File: src/rtl/imem_line_responder.sv
// Instruction-cache line refill responder: splits one line request into
// BEATS sequential word reads and returns the assembled line with a one-cycle ack.
module imem_line_responder #(
    parameter int ADDR_WIDTH = 32,
    parameter int LINE_WIDTH = 128,
    parameter int WORD_WIDTH = 32
) (
    input  logic                  clk_i,
    input  logic                  rst_i,
    input  logic                  imem_sel_i,
    input  logic                  icache_req_i,
    input  logic                  icache_kill_i,
    input  logic [ADDR_WIDTH-1:0] icache_addr_i,
    output logic [LINE_WIDTH-1:0] icache_data_o,
    output logic                  icache_ack_o,
    output logic                  wmem_req_o,
    output logic [ADDR_WIDTH-1:0] wmem_addr_o,
    input  logic [WORD_WIDTH-1:0] wmem_rdata_i,
    input  logic                  wmem_rvalid_i
);

    localparam int BEATS  = LINE_WIDTH / WORD_WIDTH;
    localparam int BEAT_W = $clog2(BEATS);
    localparam logic [ADDR_WIDTH-1:0] OFF_MASK   = ADDR_WIDTH'(LINE_WIDTH / 8 - 1);
    localparam logic [ADDR_WIDTH-1:0] WORD_BYTES = ADDR_WIDTH'(WORD_WIDTH / 8);
    localparam logic [BEAT_W-1:0]     LAST_BEAT  = BEAT_W'(BEATS - 1);

    typedef enum logic [2:0] {
        S_IDLE  = 3'd0,
        S_READ  = 3'd1,
        S_WAIT  = 3'd2,
        S_ACK   = 3'd3,
        S_DRAIN = 3'd4
    } state_t;

    state_t                state_q, state_d;
    logic [BEAT_W-1:0]     beat_q, beat_d;
    logic [ADDR_WIDTH-1:0] addr_q, addr_d;
    logic [LINE_WIDTH-1:0] line_q, line_d;
    logic                  ack_q, ack_d;

    // Next-state, beat/address sequencing and line assembly
    always_comb begin
        state_d = state_q;
        beat_d  = beat_q;
        addr_d  = addr_q;
        line_d  = line_q;
        ack_d   = 1'b0;
        case (state_q)
            S_IDLE: begin
                if (icache_req_i && imem_sel_i && !icache_kill_i) begin
                    addr_d  = icache_addr_i & ~OFF_MASK;
                    beat_d  = '0;
                    state_d = S_READ;
                end else begin
                    state_d = S_IDLE;
                end
            end
            S_READ: begin
                if (icache_kill_i) begin
                    state_d = S_IDLE;
                end else begin
                    state_d = S_WAIT;
                end
            end
            S_WAIT: begin
                if (wmem_rvalid_i) begin
                    if (icache_kill_i) begin
                        state_d = S_IDLE;
                    end else begin
                        line_d[int'(beat_q) * WORD_WIDTH +: WORD_WIDTH] = wmem_rdata_i;
                        if (beat_q == LAST_BEAT) begin
                            ack_d   = 1'b1;
                            state_d = S_ACK;
                        end else begin
                            // Aligned base keeps every beat inside the line; the add wraps naturally
                            beat_d  = beat_q + BEAT_W'(1);
                            addr_d  = addr_q + WORD_BYTES;
                            state_d = S_READ;
                        end
                    end
                end else if (icache_kill_i) begin
                    state_d = S_DRAIN;
                end else begin
                    state_d = S_WAIT;
                end
            end
            S_ACK: begin
                state_d = S_IDLE;
            end
            S_DRAIN: begin
                if (wmem_rvalid_i) begin
                    state_d = S_IDLE;
                end else begin
                    state_d = S_DRAIN;
                end
            end
            default: begin
                state_d = S_IDLE;
            end
        endcase
    end

    // State and datapath registers with synchronous reset
    always_ff @(posedge clk_i) begin
        if (rst_i) begin
            state_q <= S_IDLE;
            beat_q  <= '0;
            addr_q  <= '0;
            line_q  <= '0;
            ack_q   <= 1'b0;
        end else begin
            state_q <= state_d;
            beat_q  <= beat_d;
            addr_q  <= addr_d;
            line_q  <= line_d;
            ack_q   <= ack_d;
        end
    end

    // Kill during READ must be able to cancel the strobe in that same cycle
    assign wmem_req_o    = (state_q == S_READ) && !icache_kill_i;
    assign wmem_addr_o   = addr_q;
    assign icache_ack_o  = ack_q;
    assign icache_data_o = line_q;

endmodule

File: config.mk
export PLATFORM = sky130hd
export DESIGN_NAME = imem_line_responder
export DESIGN_NICKNAME = d
export VERILOG_FILES = /design/src/rtl/imem_line_responder.sv
export SDC_FILE = /design/constraint.sdc
export NUM_CORES = 1
export LEC_CHECK = 0
export ABC_AREA = 1
export CAP_MARGIN = 20
export CORE_ASPECT_RATIO = 0.6
export CORE_MARGIN = 2
export CORE_UTILIZATION = 30
export CTS_CLUSTER_SIZE = 30
export DETAILED_ROUTE_END_ITERATION = 12
export GPL_TIMING_DRIVEN = 1
export SLEW_MARGIN = 20
export SYNTH_ARGS = -nofsm -noshare
export SYNTH_HDL_FRONTEND = slang
export SYNTH_SLANG_ARGS = --single-unit
export TNS_END_PERCENT = 50
File: constraint.sdc
create_clock -name clk_i -period 3.3 [get_ports clk_i]
set_input_delay 0.99 -clock clk_i [delete_from_list [all_inputs] [get_ports clk_i]]
set_output_delay 0.99 -clock clk_i [all_outputs]
set_load 0.05 [all_outputs]
After elaboration in Yosys (flattened, before gate mapping). Cells that the tools add are included.

Register bits after elaboration: 166. Output and inout bits: 162. Logic and storage cells: 50. Bits of input ports: 70.

Reduce and logical (&&, ||, !) cells: 9. Shift-type cells: 2. Bitwise logic cells: 3. Eq/ne operators: 8. Add/sub/neg operators: 3. Mux-type cells: 20.

Operators with widths (number): bitwise mux 128 bit (1); two-way mux 32 bit (4); variable shift 32 x 33 -> 128 bit, first input constant (1); indexed part select 32 x 33 -> 128 bit (1); one-hot mux 32 bit (2 select lines) (1); negation 7 -> 33 bit (1); adder 32 x 3 -> 32 bit, second input constant (1); two-way mux 2 bit (7); one-hot mux 3 bit (4 select lines) (1); two-way mux 3 bit (3); != test 2 bit, second input constant (4); AND reduction 5 bit (1); one-hot mux 2 bit (2 select lines) (1); OR reduction 4 bit (1); equality test 3 x 1 -> 1 bit, second input constant (1); equality test 3 x 2 -> 1 bit, second input constant (1); equality test 3 bit, second input constant (1); logical AND 1 bit (3); zero test 3 bit (1); inverter 1 bit (3); AND reduction 3 bit (1); adder 2 x 1 -> 2 bit, second input constant (1); equality test 2 bit, second input constant (1); two-way mux 1 bit (2); 2 further kinds (2).

Depth between registers and ports, before layout. Gate-level depths: netlist of the first run.

Depth in word-level cells: 5. Mapped depth: 10. Mapped depth without buffers: 10.

Least setup slack after synthesis of the first run. OpenSTA, ideal clock, no wires.

Kind: input -> output. Start: input icache_kill_i. End: output wmem_req_o. Arrival time: 2.614 ns. Path buffers: 0. Data required time: 2.310 ns. Slack: -0.304 ns. Stages: 1. Cell sequence: nor4_1.

Word-level cells in the longest chain between the ends: 2.

RTL lines: from (decl) (RTL line 12) `input logic icache_kill_i,`; zero test 1 bit (RTL line 122) `assign wmem_req_o = (state_q == S_READ) && !icache_kill_i;`; logical AND 1 bit (RTL line 122); to (decl) (RTL line 16) `output logic wmem_req_o,`.

No other way between the ends.

Worst setup path in the final report of the first run. Ends and elaborated chain as after synthesis.

==> impl_metrics.yaml, run 1 <==
logic_synthesis:
  syn_inst: 1146
  ys_warn_count: 0
  yosysTopAreaCellShare: 0.422
  synth.avg_cell_area_um2: 6.79
  ys_types: 29
  yosysMostFrequentCell: "nand2_1"
  ys_seq_area_frac: 0.422
  synth_edf_count: 0
  synth_common_cells: "266 x nand2_1, 164 x dfxtp_1, 135 x a21oi_1, 125 x nand3_1, 96 x nor2_1"
  synth-main-ff-cell: "dfxtp_1"
  ys_ff_latch: 164
  synthTopCellsByArea: "dfxtp_1 42%, nand2_1 13%, a21oi_1 8.7%, nand3_1 8.0%, nand4_1 5.3%"
  async_reset_ff_frac: 0
  yosysTopAreaCell: "dfxtp_1"
  synth_area_mm2: 0.00778
sta:
  hold_ws_ps: 461
  fmaxAchievable_ghz: 0.334
  worstMarginPinSlew_ps: 888
  finalCriticalPeriod_ps: 2990
  rsz0062_at_grt: "no"
  period_share: 0.907
  slew_headroom: 0.407
  finalHoldViolations: 0
  fin_skew_ps: 10.8
  final.setup.tns_ps: 0
  setup_violations: 0
  maxSlewViolCount: 0
worst_setup_path:
  crit_path_max_fanout: 2
  crit_type: "in2out"
  cp.required_ps: 2310
  reg2reg_slack_ps: 710
  crit_arrival_ps: 2000
  start_kind: "input pin"
  worstSetupEndpointType: "primary output"
die:
  die-area_mm2: 0.0273
  core-area_mm2: 0.0254
  initial_core_util: 0.307
  die_h_um: 129
  rows: 45
  die_w_um: 212
  io_pins: 232
finish:
  nNetsFinal: 1400
  multi_input_area_mm2: 0.00389
  final_area_mm2: 0.0109
  fillers: 2625
  final-seq-area_mm2: 0.00328
  n_antenna_cell: 0
  drive_above_1_share: 0.0651
  synthToLayoutAreaGrowth_pct: 40.2
  fin_util: 0.430
detailed_routing:
  dr_wl_met2_mm: 11.3
  first_pass_iters: 5
  drc: 0
  vias_per_cell: 5.01
  wl_mm: 30.6
  met3_length_mm: 3.41
  met1Wirelength_mm: 15.7
  drtIter0Drc: 684
  ant_nets: 0
  wl_per_cell_um: 18.1
  dr_total_vias: 8462
  highest_layer: "met4"
power:
  leakagePower_nw: 3.49
  vdd_drop_max_v: 0.000369
  pwr_density_cell_mw_per_mm2: 417
  power.total_mw: 4.55
clock_tree:
  postCtsSetupBuffers: 0
  ctsRootBufferMaster: "clkbuf_16"
  clkSinkCount: 164
  clk_pin_slew_ps: 60
  htree_levels: 4
  cts_buffer_depth: 2
  ctsResizeCount: 0
  cts_tree: "built"
  cts_inserted_buffers: 17
  hold_buffers: 0
  clock_latency_ps: 430
run:
  max-cap-violations: 0
grt:
  grt_pass1_wl_mm: 45.3
  grt_max_degree: 63
  overflow: 0
  first_global_vias: 7356
  grt_usage: 0.220
  antenna_found_initial: 0
outcome:
  status: "finished, final reports clean"
place:
  dpl_cell_area_mm2: 0.0103
  place_congestion: 0.915
  placement.io_buffers: 225
  place_hpwl_mm: 22.0
min_path:
  min_path_type: "reg2reg"
[final timing paths]
kind / from / end / cells after the start
max: icache_kill_i / wmem_req_o / 4
min: icache_data_o[49] / icache_data_o[49] / 2
max reg2reg: beat_q[1] / icache_data_o[44] / 7
min reg2reg: icache_data_o[49] / icache_data_o[49] / 2
[worst max-delay path, stage by stage]
cell and delay, ps:
clkdlybuf4s50_1 440, nor4_2 270, buf_4 170, buf_12 130
[metrics by stage]
stage,std cells,setup WS (ps)
after detailed placement,1657,302
final,1689,306
after CTS,1689,302
after floorplan,1147,314
after global placement,1657,321
after global routing,1689,249
[area by class of cell]
class,count,share of cell area
Clock inverter,13,0.0119
Tap cell,352,0.0403
Multi-Input combinational cell,827,0.356
Sequential cell,164,0.301
Timing Repair Buffer,253,0.229
Inverter,61,0.0210
Clock buffer,19,0.0415
[sequential cells by signal (all words and copies together) (netlist names)]
name / cells
beat_q: 2
icache_ack_o: 1
icache_data_o: 128
state_q: 3
wmem_addr_o: 30
[placed cells by master (no fill, tap or decap), types with 2 or more instances in the layout]
cell type and instances:
a21oi_1 135, buf_12 3, buf_4 27, bufinv_16 2
clkbuf_16 17, clkbuf_8 2, clkdlybuf4s50_1 223, clkinv_1 2
clkinv_2 7, clkinv_4 2, conb_1 2, dfxtp_1 164
ha_1 6, inv_1 56, inv_2 3, inv_6 2
nand2_1 266, nand3_1 125, nand3b_1 4, nand4_1 66
nor2_1 96, nor3_1 39, nor3_4 2, o21ai_0 58
o21ai_1 3, o31ai_1 2, or2_2 17
[cell families after synthesis]
family | synth area share
adders and majority gates | 0.00964
buffers and inverters | 0.0810
AOI/OAI and AO/OA | 0.129
and+or+nand+nor | 0.357
DFF | 0.422
other | 0.000482
xor gates and xnor gates | 0.00113
[power breakdown]
part | total, mW | switching [mW] | internal (mW)
logic | 0.521 | 0.363 | 0.158
registers | 2.02 | 0.0241 | 2.00
clock network | 2.01 | 0.858 | 1.15
[metal layers]
metal  vias to the layer above  global-route usage
met5                         -                   0
met4                         0              0.0385
met3                        16              0.0967
met2                       296               0.265
met1                      3943               0.345
li1                       4207                   -
Note: power is estimated with default switching activity, not from simulation.
==> run 2, diff against run 1 <==
Settings changed: CORE_MARGIN 2 to unset, SLEW_MARGIN 20 to 10.
==> run 2 against run 1 <==
- total power shrank 2.7%
- critical path depth fell by 1
- setup slack worse by 180 ps
- clock power shrank 6%
- hold slack lost 1.7 ps
- first-iteration DRC count shrank 1.6%
- sequential power is essentially flat
- utilization fell by 0.28 points
- non-clock buffer count decreased by 3
- maximum frequency decreased by 5.6%
- critical endpoint unchanged
- largest cell class unchanged
==> impl_metrics.yaml, run 2 (synthesis results as in run 1) <==
sta:
  slew_headroom: 0.459
  final.setup.tns_ps: 0
  maxSlewViolCount: 0
  setup_violations: 0
  hold_ws_ps: 460
  worstMarginPinSlew_ps: 810
  worst_slack_ps: 129
  finalHoldViolations: 0
  fmaxAchievable_ghz: 0.315
  rsz0062_at_grt: "no"
  period_share: 0.961
  finalCriticalPeriod_ps: 3170
  fin_skew_ps: 8.91
finish:
  drive_above_1_share: 0.0593
  n_antenna_cell: 0
  fin_util: 0.427
  nNetsFinal: 1397
  final_cell_mix: "266 x nand2_1, 223 x clkdlybuf4s50_1, 164 x dfxtp_1"
  final_common_cell: "nand2_1"
  synthToLayoutAreaGrowth_pct: 39.3
  largest_reg_flops: 128
grt:
  grt_max_degree: 125
  grt_usage: 0.222
  antenna_found_initial: 0
  grt_pass1_wl_mm: 45.0
  overflow: 0
  first_global_vias: 7362
worst_setup_path:
  crit_arrival_ps: 2180
  cp.required_ps: 2310
  crit_type: "in2out"
  reg2reg_depth: 7
  start_kind: "input pin"
  worstSetupEndpointType: "primary output"
  crit_path_max_fanout: 2
clock_tree:
  ctsRootBufferMaster: "clkbuf_16"
  ctsResizeCount: 0
  hold_buffers: 0
  clk_pin_slew_ps: 60
  cts_inserted_buffers: 17
  cts_buffer_depth: 2
  clkSinkCount: 164
  cts_tree: "built"
  clock_latency_ps: 430
  postCtsSetupBuffers: 0
  htree_levels: 4
detailed_routing:
  wl_per_cell_um: 18.1
  first_pass_iters: 5
  vias_per_cell: 5.06
  ant_nets: 0
  wl_mm: 30.4
  drc: 0
  dr_total_vias: 8532
  drtIter0Drc: 673
place:
  place_congestion: 0.879
  pre_cts_slack_ps: 152
  place_hpwl_mm: 21.3
  placement.io_buffers: 225
min_path:
  min_path_type: "reg2reg"
  holdPathStages: 2
power:
  leakagePower_nw: 3.45
  vdd_drop_max_v: 0.000350
  pwr_density_cell_mw_per_mm2: 408
  power.total_mw: 4.43
die:
  die-area_mm2: 0.0266
  core-area_mm2: 0.0254
  initial_core_util: 0.307
  io_pins: 232
  die_w_um: 210
  rows: 45
  die_h_um: 127
run:
  max-cap-violations: 0
outcome:
  status: "finished, final reports clean"
[run 2: layout make-up]
class / instances / area (µm²)
clock inverter: 9 / 80.1
fill: 2645 / 14500
multi-input combinational: 827 / 3890
sequential: 164 / 3280
clock buffer: 22 / 454
inverter: 61 / 229
tap: 352 / 440
timing repair buffer: 250 / 2470
[run 2: power breakdown]
| group | switching (mW) | leakage, nW | internal [mW] |
|---|---|---|---|
| logic | 0.361 | 1.86 | 0.159 |
| clock network | 0.838 | 0.264 | 1.05 |
| registers | 0.0240 | 1.32 | 2.00 |
[run 2: worst max-delay path, cell delays in order]
cell and delay (ps):
clkdlybuf4s50_1 440, nor4_2 540, buf_12 210
[run 2: final timing paths]
kind / from / endpoint / slack (ps)
min reg2reg: icache_data_o[46] / icache_data_o[46] / 460
max reg2reg: beat_q[0] / icache_data_o[45] / 280
min: icache_data_o[46] / icache_data_o[46] / 460
max: icache_kill_i / wmem_req_o / 130
[run 2: stage by stage]
step / area, µm² / instances
after floorplan: 7790 / 1147
after global placement: 10300 / 1654
after detailed placement: 10300 / 1654
after CTS: 10800 / 1685
after global routing: 10800 / 1685
final: 10800 / 1685
[run 2: metal layers]
layer,wire length [µm],vias up,GRT usage
met5,0,-,0
met4,138,0,0.0322
met3,3150,15,0.0827
met2,11300,329,0.273
met1,15900,3999,0.354
li1,-,4189,-
==> run 3, diff against run 2 <==
Settings changed: ABC_AREA 1 to unset.
==> run 3 against run 2 <==
- maximum frequency is 0.11% lower
- combinational power is 34% lower
- final cell count is 20% lower
- register-to-register slack better by 650 ps
- total power is 4.3% lower
- first-iteration DRC count is 18% lower
- non-clock buffer count is 3 higher
- flip-flop and latch count stayed put
- sequential power hardly changed
- routed wire length is 14% lower
- critical path type unchanged
- highest routed layer unchanged
==> impl_metrics.yaml, run 3 <==
outcome:
  status: "finished, final reports clean"
clock_tree:
  htree_levels: 4
  cts_buffer_depth: 2
  clk_pin_slew_ps: 60
  ctsRootBufferMaster: "clkbuf_16"
  cts_tree: "built"
  postCtsSetupBuffers: 0
  clkSinkCount: 164
  ctsResizeCount: 0
  hold_buffers: 0
  cts_inserted_buffers: 17
  clock_latency_ps: 440
power:
  pwr_density_cell_mw_per_mm2: 422
  leakagePower_nw: 3.32
  vdd_drop_max_v: 0.000351
worst_setup_path:
  timing.rr.start: "wmem_addr_o[17]"
  reg2reg_slack_ps: 930
  worstSetupEndpointType: "primary output"
  crit_path_max_fanout: 4
  crit_type: "in2out"
  cp.required_ps: 2310
  reg2reg_depth: 5
  start_kind: "input pin"
  reg2reg_to: "wmem_addr_o[28]"
  crit_arrival_ps: 2180
logic_synthesis:
  synth_common_cells: "164 x dfxtp_1, 128 x a21oi_1, 126 x nand2_1, 113 x nand3_1, 63 x clkbuf_1"
  syn_inst: 829
  ys_seq_area_frac: 0.478
  synth.avg_cell_area_um2: 8.29
  ys_ff_latch: 164
  synth-main-ff-cell: "dfxtp_1"
  yosysMostFrequentCell: "dfxtp_1"
  ys_types: 59
  yosysTopAreaCell: "dfxtp_1"
  ys_warn_count: 0
  synth_edf_count: 0
  synthTopCellsByArea: "dfxtp_1 48%, a21oi_1 9.3%, nand3_1 8.2%, nand2_1 6.9%, a22o_1 4.1%"
  synth_area_mm2: 0.00687
  async_reset_ff_frac: 0
  yosysTopAreaCellShare: 0.478
detailed_routing:
  dr_total_vias: 7093
  drtIter0Drc: 550
  vias_per_cell: 5.25
  wl_mm: 26.2
  wl_per_cell_um: 19.4
  first_pass_iters: 6
  ant_nets: 0
  drc: 0
sta:
  worstMarginPinSlew_ps: 771
  slew_headroom: 0.486
  rsz0062_at_grt: "no"
  finalCriticalPeriod_ps: 3170
  setup_violations: 0
  period_share: 0.962
  maxSlewViolCount: 0
  finalHoldViolations: 0
  fin_skew_ps: 11.7
  fmaxAchievable_ghz: 0.315
  final.setup.tns_ps: 0
grt:
  antenna_found_initial: 0
  grt_max_degree: 71
  grt_pass1_wl_mm: 39.9
  grt_usage: 0.222
  first_global_vias: 6570
  overflow: 0
die:
  die_w_um: 197
  die_h_um: 119
  initial_core_util: 0.309
  core-area_mm2: 0.0222
  rows: 42
  io_pins: 232
  die-area_mm2: 0.0235
place:
  placement.io_buffers: 225
  dpl_cell_area_mm2: 0.00950
  place_congestion: 0.868
  place_hpwl_mm: 17.2
min_path:
  min_path_type: "reg2reg"
  hp-start: "icache_data_o[6]"
  hold_path_end: "icache_data_o[6]"
  holdPathStages: 2
finish:
  drive_above_1_share: 0.0768
  final-seq-area_mm2: 0.00328
  synthToLayoutAreaGrowth_pct: 46.1
  multi_input_area_mm2: 0.00331
  nNetsFinal: 1105
  final_cell_mix: "223 x clkdlybuf4s50_1, 164 x dfxtp_1, 127 x a21oi_1"
  fillers: 2172
  final_area_mm2: 0.0100
  largest_reg_flops: 128
  final_common_cell: "clkdlybuf4s50_1"
  n_antenna_cell: 0
run:
  max-cap-violations: 0
[run 3: changes by cell type after synthesis, sizes merged, moves of 32 or more]
cell,before,now
nand4,66,13
nor2,97,27
nand2,267,127
inv,59,3
a22o,0,32
nor3,41,5
o21ai,61,15
[run 3: worst max-delay path: stages]
cell,delay (ps)
clkdlybuf4s50_1,470
or2_2,330
nor2_1,210
buf_12,170
[run 3: worst max path at each step]
stage	from	endpoint	slack [ps]	cells after the start
2_1_floorplan	icache_kill_i	wmem_req_o	210	3
3_3_place_gp	icache_kill_i	wmem_req_o	150	4
3_5_place_dp	icache_kill_i	wmem_req_o	140	4
4_1_cts	icache_kill_i	wmem_req_o	130	4
5_1_grt	icache_kill_i	wmem_req_o	50	4
6_report	icache_kill_i	wmem_req_o	130	4
[run 3: power by group]
| group | leakage, nW | switching [mW] | internal (mW) | total, mW |
|---|---|---|---|---|
| Combinational | 1.73 | 0.198 | 0.142 | 0.340 |
| Sequential | 1.32 | 0.0292 | 2.00 | 2.03 |
| Clock | 0.262 | 0.834 | 1.04 | 1.87 |
| Total | 3.32 | 1.06 | 3.18 | 4.24 |
[run 3: per-layer routing]
layer | global-route usage | part of all wire
met1 | 0.336 | 0.50
met4 | 0.0446 | 0.0085
met2 | 0.298 | 0.40
met5 | 0 | 0
met3 | 0.0722 | 0.094
[run 3: metrics by stage]
stage                     instances  power, mW  hold WS (ps)  setup slack (ps)   util
after CTS                      1350       4.27           453               130  0.452
final                          1350       4.24           450               126  0.452
after global placement         1318       2.41           437               146  0.427
after detailed placement       1318       2.41           444               137  0.427
after global routing           1350       4.38           461              49.0  0.452
after floorplan                 830       2.23           462               213      -
[run 3: layout make-up]
| cell class | instances | area share |
|---|---|---|
| clock inverter | 8 | 0.00511 |
| multi-input combinational | 590 | 0.330 |
| tap | 308 | 0.0384 |
| sequential | 164 | 0.327 |
| inverter | 3 | 0.00112 |
| timing repair buffer | 253 | 0.250 |
| clock buffer | 24 | 0.0490 |
[run 3: logic make-up (layout without fill, tap and decap cells)]
family                   after synthesis  after routing  share of synthesized area
multiplexers                           9              9                     0.0146
flip-flops                           164            164                      0.478
buffers and inverters                 76            288                     0.0459
AO/OA/AOI/OAI                        227            227                      0.204
adder cells (fa/ha/maj)                6              6                     0.0109
other                                  1              2                   0.000546
AND/OR/NAND/NOR                      346            346                      0.246
